===== src/rtl/proc16_pkg.sv =====
// Shared register-file constants: default widths and the depth helper.
// Latency: n/a (compile-time constants only).
// Backpressure: n/a.
package proc16_pkg;

    localparam int PKG_DATA_W = 16;
    localparam int PKG_ADDR_W = 3;

    // Number of registers addressed by an aw-bit address.
    function automatic int depth_of(input int aw);
        return 1 << aw;
    endfunction

    localparam int PKG_DEPTH = depth_of(PKG_ADDR_W);

endpackage


===== src/rtl/regfile_rdport.sv =====
// One read port: address mux over the register array, optional write forwarding, output registers.
// Latency: 1 cycle from rd to rd_data/rd_pend; outputs hold when rd=0.
// Backpressure: none; a read is accepted every cycle.
//
// Ports: rd/rd_addr request; regs/pend are the current array state; byp_vld/byp_data/byp_pend
// override the array when the top decides a same-cycle write must be forwarded.
module regfile_rdport
    import proc16_pkg::*;
#(
    parameter int DATA_W = PKG_DATA_W,
    parameter int ADDR_W = PKG_ADDR_W
) (
    input  logic                                  clk,
    input  logic                                  rst_n,
    input  logic                                  rd,
    input  logic [ADDR_W-1:0]                     rd_addr,
    input  logic [(1<<ADDR_W)-1:0][DATA_W-1:0]    regs,
    input  logic [(1<<ADDR_W)-1:0]                pend,
    input  logic                                  byp_vld,
    input  logic [DATA_W-1:0]                     byp_data,
    input  logic                                  byp_pend,
    output logic [DATA_W-1:0]                     rd_data,
    output logic                                  rd_pend
);

    logic [DATA_W-1:0] data_sel;
    logic              pend_sel;

    always_comb begin
        data_sel = regs[rd_addr];
        pend_sel = pend[rd_addr];
        if (byp_vld) begin
            data_sel = byp_data;
            pend_sel = byp_pend;
        end
    end

    always_ff @(posedge clk or negedge rst_n) begin
        if (!rst_n) begin
            rd_data <= '0;
            rd_pend <= 1'b0;
        end else if (rd) begin
            rd_data <= data_sel;
            rd_pend <= pend_sel;
        end
    end

endmodule


===== src/rtl/regfile_2r1w.sv =====
// Two-read one-write register file with a per-register scoreboard pending bit.
// Latency: writes/reserves visible next cycle; reads return registered data 1 cycle after request.
// Backpressure: none; pend is advisory and never blocks a read or write.
//
// Ports: wr/wr_addr/wr_data write; rd_x/rd_addr_x read requests -> rd_data_x/rd_pend_x;
// rsv/rsv_addr scoreboard reserve; pend_vec live scoreboard bits.
// Optional macro REGFILE_BYPASS_EN: a same-cycle read of wr_addr returns wr_data and the
// post-update pend bit; without it the pre-write contents and pend bit are returned.
module regfile_2r1w
    import proc16_pkg::*;
#(
    parameter int DATA_W = PKG_DATA_W,
    parameter int ADDR_W = PKG_ADDR_W
) (
    input  logic                      clk,
    input  logic                      rst_n,
    input  logic                      wr,
    input  logic [ADDR_W-1:0]         wr_addr,
    input  logic [DATA_W-1:0]         wr_data,
    input  logic                      rd_a,
    input  logic [ADDR_W-1:0]         rd_addr_a,
    input  logic                      rd_b,
    input  logic [ADDR_W-1:0]         rd_addr_b,
    output logic [DATA_W-1:0]         rd_data_a,
    output logic [DATA_W-1:0]         rd_data_b,
    output logic                      rd_pend_a,
    output logic                      rd_pend_b,
    input  logic                      rsv,
    input  logic [ADDR_W-1:0]         rsv_addr,
    output logic [(1<<ADDR_W)-1:0]    pend_vec
);

    localparam int DEPTH = depth_of(ADDR_W);

    logic [DEPTH-1:0][DATA_W-1:0] regs_q;
    logic [DEPTH-1:0]             pend_q;
    logic [DEPTH-1:0]             pend_d;

    // Reserve is applied after the write-clear so a same-address reserve wins.
    always_comb begin
        pend_d = pend_q;
        if (wr) begin
            pend_d[wr_addr] = 1'b0;
        end
        if (rsv) begin
            pend_d[rsv_addr] = 1'b1;
        end
    end

    always_ff @(posedge clk or negedge rst_n) begin
        if (!rst_n) begin
            regs_q <= '0;
            pend_q <= '0;
        end else begin
            if (wr) begin
                regs_q[wr_addr] <= wr_data;
            end
            pend_q <= pend_d;
        end
    end

    assign pend_vec = pend_q;

    logic byp_a;
    logic byp_b;
    logic byp_pend;

`ifdef REGFILE_BYPASS_EN
    assign byp_a    = wr && (wr_addr == rd_addr_a);
    assign byp_b    = wr && (wr_addr == rd_addr_b);
    assign byp_pend = pend_d[wr_addr];
`else
    assign byp_a    = 1'b0;
    assign byp_b    = 1'b0;
    assign byp_pend = 1'b0;
`endif

    regfile_rdport #(.DATA_W(DATA_W), .ADDR_W(ADDR_W)) u_rdport_a (
        .clk      (clk),
        .rst_n    (rst_n),
        .rd       (rd_a),
        .rd_addr  (rd_addr_a),
        .regs     (regs_q),
        .pend     (pend_q),
        .byp_vld  (byp_a),
        .byp_data (wr_data),
        .byp_pend (byp_pend),
        .rd_data  (rd_data_a),
        .rd_pend  (rd_pend_a)
    );

    regfile_rdport #(.DATA_W(DATA_W), .ADDR_W(ADDR_W)) u_rdport_b (
        .clk      (clk),
        .rst_n    (rst_n),
        .rd       (rd_b),
        .rd_addr  (rd_addr_b),
        .regs     (regs_q),
        .pend     (pend_q),
        .byp_vld  (byp_b),
        .byp_data (wr_data),
        .byp_pend (byp_pend),
        .rd_data  (rd_data_b),
        .rd_pend  (rd_pend_b)
    );

endmodule


===== config.mk =====
export PLATFORM = sky130hd
export DESIGN_NAME = regfile_2r1w
export DESIGN_NICKNAME = d
export VERILOG_FILES = /design/src/rtl/proc16_pkg.sv /design/src/rtl/regfile_rdport.sv /design/src/rtl/regfile_2r1w.sv
export SDC_FILE = /design/constraint.sdc
export NUM_CORES = 1
export LEC_CHECK = 0
export ABC_AREA = 1
export BUFFER_PORTS_ARGS = -buffer_cell sky130_fd_sc_hd__buf_4
export CAP_MARGIN = 20
export CORE_MARGIN = 4
export CORE_UTILIZATION = 55
export CTS_CLUSTER_SIZE = 16
export DETAILED_ROUTE_END_ITERATION = 16
export PLACE_DENSITY = 0.74
export SYNTH_ARGS = -nofsm -noshare
export SYNTH_HDL_FRONTEND = slang
export SYNTH_HIERARCHICAL = 1
export SYNTH_SLANG_ARGS = --single-unit

===== constraint.sdc =====
create_clock -name clk -period 1.3 [get_ports clk]
set_input_delay 0.13 -clock clk [delete_from_list [all_inputs] [get_ports clk]]
set_output_delay 0.13 -clock clk [all_outputs]
set_load 0.03 [all_outputs]

==> results.yml <==
drt:
  wire_per_inst_um: 18.4
  drtIter0Drc: 1573
  viasPerCell: 5.69
  dr.pass1.iters: 6
  totalWireLength_um: 32700
  via_count: 10100
  postRouteAntennaNets: 0
  post-route-drc-count: 0
clocking:
  path_clk_slew_ns: 0.07
  h-tree-depth: 4
  clk_latency_ns: 0.43
  clock_sinks: 170
  cts-root-buf: "clkbuf_16"
  cts_buffers: 17
  clockBufferDepth: 2
  post_cts_buffers: 0
  cts_tree: "yes"
synth:
  netlist_area_um2: 9790
  synthCells: 1472
  ys_ff_latch: 170
  yosysWarnings: 6
  ys_types: 20
  avgSynthCellArea_um2: 6.65
  synth-seq-area-share: 0.434
sta:
  rsz0062_at_grt: "no"
  drv_slew: 0
  skew_ns: 0.00927
  max_freq_mhz: 793
  hold_viol_final: 0
  period_needed_ns: 1.26
  setup_ws_ns: 0.0393
  setup_viol: 0
  tns_ns: 0
  period_share: 0.970
layout:
  fin_nets: 1570
  antenna_cells: 0
  synthToLayoutAreaGrowth_pct: 17.0
  finalNonFillerCells: 1773
  post-route-util: 0.660
  layout_commonest_cell: "nand2_1"
  layout_common_cells: "663 x nand2_1, 288 x nand3_1, 170 x dfrtp_1"
  layout-drive-gt1-share: 0.112
worst_setup_path:
  cp.arrival_ns: 1.64
  cp_top_family: "buffers and inverters"
  endpoint_kind: "register"
  critical_path.max_stage_delay_ns: 0.56
  cp_max_fo: 5
  cp.required_ns: 1.68
  cpMaxStageDelayCell: "dlygate4sd3_1"
  path_common_cell: "dlygate4sd3_1"
  path_buf_inv: 4
  crit_chain: "dlygate4sd3_1, buf_4, inv_1, nand4_1, dlygate4sd3_1, nand2_1"
  startpoint_type: "input port"
  crit_type: "in2reg"
global_routing:
  grt.total_usage: 0.329
  antenna_found_initial: 0
  grt_pass1_vias: 9394
  grt_max_degree: 49
  grt_overflow: 0
  grt_pass1_wl_um: 51800
die:
  io_pins: 76
  fp.dieArea_um2: 20000
  dieWidth_um: 141
  core_um2: 17400
  start_util: 0.564
  row_count: 48
  dieHeight_um: 141
placed_design:
  gp_congestion: 0.929
  dp_hpwl_um: 20600
  dp_cells: 1726
  portBuffers: 75
  pre_cts_slack_ns: 0.0698
worst_hold_path:
  holdCritPathClass: "in2reg"
outcome:
  run_status: "completed"
power_and_ir_drop:
  power_w: 0.0157
  powerDensity_nw_per_um2: 1370
  vdd_drop_max_v: 0.000998
  leakagePower_nw: 6.08
flow_run:
  maxCapViolations: 0
-- synth_stat cells (all sizes together) --
cell type	count	area (um2)
a21oi	28	140
buf	84	484
clkbuf	19	76.3
clkinv	6	22.5
conb	1	3.75
dfrtp	170	4250
inv	97	364
nand2	667	2510
nand3	288	1440
nand4	8	50.1
nor2	90	355
or2	14	87.6
-- metrics by stage --
stage / cell area, um2 / hold slack [ns]
floorplan: 9800 / -0.166
global placement: 10800 / -0.0234
detailed placement: 10800 / -0.0224
CTS: 11500 / 0.000347
global route: 11500 / 0.0114
finish: 11500 / 0.0138
-- power breakdown --
| part | switching (W) | internal (W) | leakage (nW) |
|---|---|---|---|
| clock | 0.00221 | 0.00258 | 0.260 |
| sequential | 0.000817 | 0.00622 | 2.11 |
| combinational | 0.00241 | 0.00144 | 3.71 |
-- registers in the layout, indices dropped and copies added, names as in the netlist --
| signal | flops |
|---|---|
| u_rdport_b/rd_pend | 1 |
| u_rdport_a/rd_pend | 1 |
| regs_q | 128 |
| u_rdport_b/rd_data | 16 |
| pend_vec | 8 |
| u_rdport_a/rd_data | 16 |
-- metal layers --
layer	GRT usage	up-vias	wire length, um
met4	0.126	0	1170
met2	0.514	590	15000
met5	0	-	0
met1	0.462	4692	13400
met3	0.0559	105	3180
li1	-	4701	-
-- worst register-to-register path: stages (launching register included) --
cell and delay (ns):
dfrtp_1 0.44, nand2_1 0.11, nand3_1 0.07, nand3_1 0.09, nand3_1 0.15, nand2_1 0.09
nand2_1 0.05
-- timing repair --
action | 4_1_cts | 5_1_grt
hold endpoints to repair | 197 | 0
hold buffers | 16 | 0
gates resized for setup | 0 | 2
setup endpoints to repair | 0 | 5
-- worst paths after layout --
path / start / to / slack (ns) / depth (start not counted)
setup / recovery: rsv_addr[1] / pend_vec[5] / 0.04 / 6
hold / removal: rsv / pend_vec[0] / 0.01 / 3
setup reg to reg: regs_q[110] / u_rdport_a/rd_data[14] / 0.19 / 6
hold reg to reg: u_rdport_a/rd_data[14] / u_rdport_a/rd_data[14] / 0.49 / 2
max in group asynchronous: rst_n / u_rdport_a/rd_data[3] / 0.60 / 3
min in group asynchronous: rst_n / pend_vec[4] / 0.09 / 2
-- cell type report --
cell class / instances / area (um2)
clock buffers: 20 / 467
clock inverters: 11 / 72.6
fillers: 1535 / 5900
inverters: 103 / 390
multi-input cells: 1099 / 4610
flip-flops and latches: 170 / 4250
well taps: 225 / 282
repair buffers: 145 / 1380
-- cell families (layout without fill, tap and decap cells) --
| kind of cell | after synthesis | in the layout | share of synthesized area |
|---|---|---|---|
| other | 1 | 4 | 0.000383 |
| AND/OR/NAND/NOR | 1067 | 1067 | 0.454 |
| AO/OA/AOI/OAI | 28 | 28 | 0.0143 |
| buffers and inverters | 206 | 279 | 0.0967 |
| flip-flops | 170 | 170 | 0.434 |
No activity file was read; power rests on OpenSTA's default activity.
